### src/rtl/pipeline_pkg.sv
// Shared types for the 5-stage RISC-V pipeline control: forwarding selects,
// hazard FSM states and register-address width.
package pipeline_pkg;

    localparam int REG_ADDR_W = 5;

    typedef enum logic [1:0] {
        FWD_RF = 2'b00,
        FWD_W  = 2'b01,
        FWD_M  = 2'b10
    } fwd_sel_e;

    typedef enum logic {
        RUN      = 1'b0,
        MEM_WAIT = 1'b1
    } hz_state_e;

endpackage

### src/rtl/forward_unit.sv
// Combinational forwarding select for one E-stage source operand.
// The M stage wins over W because it holds the younger result.
module forward_unit
    import pipeline_pkg::*;
(
    input  logic [REG_ADDR_W-1:0] rsE,
    input  logic [REG_ADDR_W-1:0] rdM,
    input  logic                  regWriteM,
    input  logic [REG_ADDR_W-1:0] rdW,
    input  logic                  regWriteW,
    output fwd_sel_e              fwdSel
);

    always_comb begin
        fwdSel = FWD_RF;
        if (regWriteM && (rdM != '0) && (rdM == rsE)) begin
            fwdSel = FWD_M;
        end else if (regWriteW && (rdW != '0) && (rdW == rsE)) begin
            fwdSel = FWD_W;
        end
    end

endmodule

### src/rtl/pipeline_hazard_ctrl.sv
// Hazard/sequencing controller: forwarding, load-use stall, branch flush and
// data-memory wait FSM with watchdog. Counters enabled by HAZARD_PERF_CNT_EN.
module pipeline_hazard_ctrl
    import pipeline_pkg::*;
#(
    parameter int MEM_TIMEOUT = 255,
    parameter int CNT_W       = 32
) (
    input  logic                  clk,
    input  logic                  rst,
    input  logic [REG_ADDR_W-1:0] Rs1D,
    input  logic [REG_ADDR_W-1:0] Rs2D,
    input  logic [REG_ADDR_W-1:0] Rs1E,
    input  logic [REG_ADDR_W-1:0] Rs2E,
    input  logic [REG_ADDR_W-1:0] RdE,
    input  logic                  ResultSrcE0,
    input  logic                  PCSrcE,
    input  logic [REG_ADDR_W-1:0] RdM,
    input  logic [REG_ADDR_W-1:0] RdW,
    input  logic                  RegWriteM,
    input  logic                  RegWriteW,
    input  logic                  MemReqM,
    input  logic                  MemReadyM,
    output logic                  StallF,
    output logic                  StallD,
    output logic                  StallE,
    output logic                  StallM,
    output logic                  FlushD,
    output logic                  FlushE,
    output logic                  FlushW,
    output logic [1:0]            ForwardAE,
    output logic [1:0]            ForwardBE,
    output logic                  MemErr,
    output logic [CNT_W-1:0]      StallCycles,
    output logic [CNT_W-1:0]      FlushCount
);

    localparam int                WAIT_W    = 16;
    localparam logic [WAIT_W-1:0] LAST_WAIT = WAIT_W'(MEM_TIMEOUT - 1);

    hz_state_e         state;
    logic [WAIT_W-1:0] waitCnt;
    logic              memErrQ;
    logic              memStall;
    logic              lwStall;
    logic              branch;
    fwd_sel_e          fwdA;
    fwd_sel_e          fwdB;

    // Every control output is forced quiet while rst is held.
    always_comb begin
        memStall = ((state == RUN) & MemReqM & ~MemReadyM)
                 | ((state == MEM_WAIT) & ~MemReadyM);
        memStall = memStall & ~rst;
        lwStall  = ResultSrcE0 & (RdE != '0) & ((RdE == Rs1D) | (RdE == Rs2D))
                 & ~PCSrcE & ~rst;
        branch   = PCSrcE & ~rst;
    end

    assign StallF = lwStall | memStall;
    assign StallD = lwStall | memStall;
    assign StallE = memStall;
    assign StallM = memStall;
    assign FlushW = memStall;
    // E is frozen during a memory stall, so a held branch flushes on release.
    assign FlushD = branch & ~memStall;
    assign FlushE = (lwStall | branch) & ~memStall;

    forward_unit fwdUnitA (
        .rsE       (Rs1E),
        .rdM       (RdM),
        .regWriteM (RegWriteM),
        .rdW       (RdW),
        .regWriteW (RegWriteW),
        .fwdSel    (fwdA)
    );

    forward_unit fwdUnitB (
        .rsE       (Rs2E),
        .rdM       (RdM),
        .regWriteM (RegWriteM),
        .rdW       (RdW),
        .regWriteW (RegWriteW),
        .fwdSel    (fwdB)
    );

    assign ForwardAE = rst ? FWD_RF : fwdA;
    assign ForwardBE = rst ? FWD_RF : fwdB;

    always_ff @(posedge clk) begin
        if (rst) begin
            state   <= RUN;
            waitCnt <= '0;
            memErrQ <= 1'b0;
        end else begin
            case (state)
                RUN: begin
                    waitCnt <= '0;
                    if (MemReqM && !MemReadyM) begin
                        state <= MEM_WAIT;
                    end
                end
                MEM_WAIT: begin
                    if (MemReadyM) begin
                        state   <= RUN;
                        waitCnt <= '0;
                    end else begin
                        // Saturate so a very long wait cannot wrap the watchdog.
                        if (waitCnt != '1) begin
                            waitCnt <= waitCnt + WAIT_W'(1);
                        end
                        if (waitCnt >= LAST_WAIT) begin
                            memErrQ <= 1'b1;
                        end
                    end
                end
                default: begin
                    state   <= RUN;
                    waitCnt <= '0;
                end
            endcase
        end
    end

    assign MemErr = memErrQ & ~rst;

`ifdef HAZARD_PERF_CNT_EN
    logic [CNT_W-1:0] stallCnt;
    logic [CNT_W-1:0] flushCnt;

    always_ff @(posedge clk) begin
        if (rst) begin
            stallCnt <= '0;
            flushCnt <= '0;
        end else begin
            if (StallF) begin
                stallCnt <= stallCnt + CNT_W'(1);
            end
            if (FlushD || FlushE) begin
                flushCnt <= flushCnt + CNT_W'(1);
            end
        end
    end

    assign StallCycles = rst ? '0 : stallCnt;
    assign FlushCount  = rst ? '0 : flushCnt;
`else
    assign StallCycles = '0;
    assign FlushCount  = '0;
`endif

endmodule

### config.mk
export PLATFORM = sky130hd
export DESIGN_NAME = pipeline_hazard_ctrl
export DESIGN_NICKNAME = d
export VERILOG_FILES = /design/src/rtl/pipeline_pkg.sv /design/src/rtl/forward_unit.sv /design/src/rtl/pipeline_hazard_ctrl.sv
export SDC_FILE = /design/constraint.sdc
export NUM_CORES = 1
export LEC_CHECK = 0
export ABC_AREA = 0
export CAP_MARGIN = 20
export CORE_ASPECT_RATIO = 1.75
export CORE_MARGIN = 2
export CORE_UTILIZATION = 38
export DETAILED_ROUTE_END_ITERATION = 10
export MAX_ROUTING_LAYER = met4
export PLACE_DENSITY = 0.82
export SLEW_MARGIN = 25
export SYNTH_ARGS = -nofsm -noshare
export SYNTH_HDL_FRONTEND = slang
export SYNTH_SLANG_ARGS = --single-unit
### constraint.sdc
create_clock -name clk -period 1.74 [get_ports clk]
set_input_delay 0.261 -clock clk [delete_from_list [all_inputs] [get_ports clk]]
set_output_delay 0.261 -clock clk [all_outputs]
set_load 0.02 [all_outputs]
==> results.json <==
{
  "outcome": "complete, but fails checks",
  "violations": "setup timing",
  "rows": 34,
  "numPortBuffers": 54,
  "skew_ps": 1.83,
  "antenna_found_initial": 0,
  "num-fill-cells": 414,
  "wl_um": 5210,
  "netlist_top_cells_count": "67 x buf_4, 19 x xor2_1, 18 x dfxtp_1",
  "dp_slack_ps": -1040,
  "synth_top_area_share_pct": 25.5,
  "drc": 0,
  "dr_wl_met2_um": 3010,
  "cts_root_buf": "clkbuf_8",
  "p_total_uw": 1160,
  "wl_met3_um": 317,
  "rsz0062_at_grt": "true",
  "placeableCoreArea_um2": 4980,
  "ys_seq_area_share_pct": 18.3,
  "cts_tree": "yes",
  "critPathMaxStageDelay_ps": 540,
  "synth-main-ff-cell": "dfxtp_1",
  "topRoutingLayerUsed": "met4",
  "fin_crit_sh_pct": 106,
  "ctsHoldBuffers": 0,
  "synth_edf_count": 0,
  "multi_input_area_um2": 1470,
  "clkSinkCount": 18,
  "io_pins": 119,
  "antenna_left": 0,
  "place_congestion": 0.863,
  "wl_per_cell_um": 13.7,
  "viasPerCell": 4.83,
  "seqCellArea_um2": 360,
  "insertion_delay_ps": 250,
  "dpl.hpwl_um": 4010,
  "grt_start_max_net_pins": 11,
  "ys_seq_elements": 18,
  "synthMostInstantiatedCell": "buf_4",
  "cts_inserted_buffers": 3,
  "drtPass1Iterations": 4,
  "cp-end-kind": "primary output",
  "p_leak_uw": 0.00121,
  "final_util_pct": 54.7,
  "hold_ws_ps": 352,
  "syn_to_final_growth_pct": 38.1,
  "critPathMaxFanout": 2,
  "max_freq_mhz": 544,
  "vias": 1839,
  "wl_met1_um": 1710,
  "dp.cells": 373,
  "grt_first_pass_wirelength_um": 7600,
  "setup_slack_ps": -97.0,
  "hold_violations": 0,
  "worst_path_max_delay_cell": "or4_4",
  "path_buf_inv": 3,
  "worstHoldPathType": "input port to register",
  "grt-ovfl-total": 0,
  "start_kind": "input port",
  "antenna_cells": 0,
  "grt_usage_pct": 17.0,
  "arrival_ps": 1580,
  "critical_path_class": "input port to primary output",
  "synthesis.area_um2": 1970,
  "synth_cell_types": 45,
  "syn_area_per_cell_um2": 8.15,
  "layout.cells.non_filler": 381,
  "synth-async-reset-ratio_pct": 0,
  "drv_cap": 0,
  "h-tree-depth": 1,
  "synth_area_leaders": "buf_4 26%, dfxtp_1 18%, xor2_1 8.4%",
  "nets": 374,
  "period_needed_ps": 1840,
  "grt_pass1_vias": 1737,
  "ir_worst_vdd_v": 0.000402,
  "netlist.top_cell.by_area": "buf_4",
  "drive_gt1_share_pct": 31.2,
  "initial_utilization_pct": 39.6,
  "report.final.setup_viol": 4,
  "crit_family": "simple AND/OR/NAND/NOR gates",
  "powerDensity_nw_per_um2": 425,
  "finalMaxSlewViolations": 0,
  "drt_iter0_drc": 48,
  "cts.path.max_buffers": 2,
  "ys_warn_count": 0,
  "netlist_instances": 242,
  "path_clk_slew_ps": 70,
  "die-width_um": 58.5,
  "required_ps": 1480,
  "path_cells": "buf_6 -> or4_4 -> o21ai_4 -> buf_6 -> nor3_2 -> nor3_2 -> buf_4",
  "die_area_um2": 5800,
  "chipHeight_um": 99.3
}
-- worst register-to-register path, delay by kind of cell (launching register included) --
| family | cells | cell delay (ps) |
|---|---|---|
| AO/OA/AOI/OAI | 2 | 500 |
| adder cells (fa/ha/maj) | 1 | 300 |
| flip-flops | 1 | 440 |
| AND/OR/NAND/NOR | 1 | 220 |
-- report_power, final --
part	total [uW]	switching [uW]	internal [uW]
Combinational	449	272	177
Sequential	415	1.23	413
Clock	293	139	154
Total	1160	412	745
-- cell type report --
cell class | instances | share of cell area, %
Inverter | 3 | 0.413
Sequential cell | 18 | 13.2
Tap cell | 54 | 2.48
Clock buffer | 3 | 1.52
Timing Repair Buffer | 91 | 28.5
Multi-Input combinational cell | 212 | 53.8
-- registers in the layout (all words and copies together), names as in the netlist --
name	cells
state	1
memErrQ	1
waitCnt	16
-- kinds of logic after synthesis --
group,Yosys count,share of synthesized area [%]
AO/OA/AOI/OAI,35,14.0
XOR/XNOR,32,14.2
adder cells (fa/ha/maj),2,1.27
buffers and inverters,75,27.9
flip-flops,18,18.3
multiplexers,5,2.54
other,1,0.190
AND/OR/NAND/NOR,74,21.6
-- repair_timing --
item / 4_1_cts / 5_1_grt
gates resized for setup: 118 / 74
endpoints found under the hold margin: 0 / 0
buffers inserted: 3 / 3
pin swaps: 21 / 27
setup endpoints to repair: 12 / 13
-- through the flow --
stage               area, um2  TNS, ps
detailed placement       2560    -8270
global route             2720     -311
CTS                      2620     -233
global placement         2560    -7870
floorplan                2240    -79.9
finish                   2720     -196
-- cell usage in the layout, fill, tap and decap left out, types with 3 or more instances in the layout --
cell type	count
nor3_1	3
o21ai_0	6
conb_1	64
a21oi_1	7
inv_1	3
clkbuf_2	9
xnor2_1	12
nand2_1	15
dfxtp_1	18
or4_4	4
dlymetal6s2s_1	5
clkdlybuf4s50_1	6
clkbuf_8	3
dlygate4sd2_1	7
mux2i_1	5
nand2b_1	6
nor3_2	4
buf_4	41
nand4_1	5
xor2_1	17
or3_1	3
buf_6	11
nand3_1	7
buf_2	4
clkdlybuf4s15_1	5
nor2_1	6
-- per-layer routing --
metal  vias to the layer above  global-route usage, %
met5                         -                      -
met3                        15                   2.21
met1                       837                   15.8
met4                         0                   8.23
met2                        98                   32.4
li1                        889                      -
-- path summary, 6_finish.rpt --
kind,depth (start not counted),startpoint,slack [ps],endpoint
setup / recovery,7,RdM[3],-100,ForwardBE[0]
hold / removal,2,MemReqM,350,state
setup reg to reg,4,waitCnt[1],150,waitCnt[14]
hold reg to reg,2,waitCnt[7],490,waitCnt[7]
(Power assumes the default switching activity.)
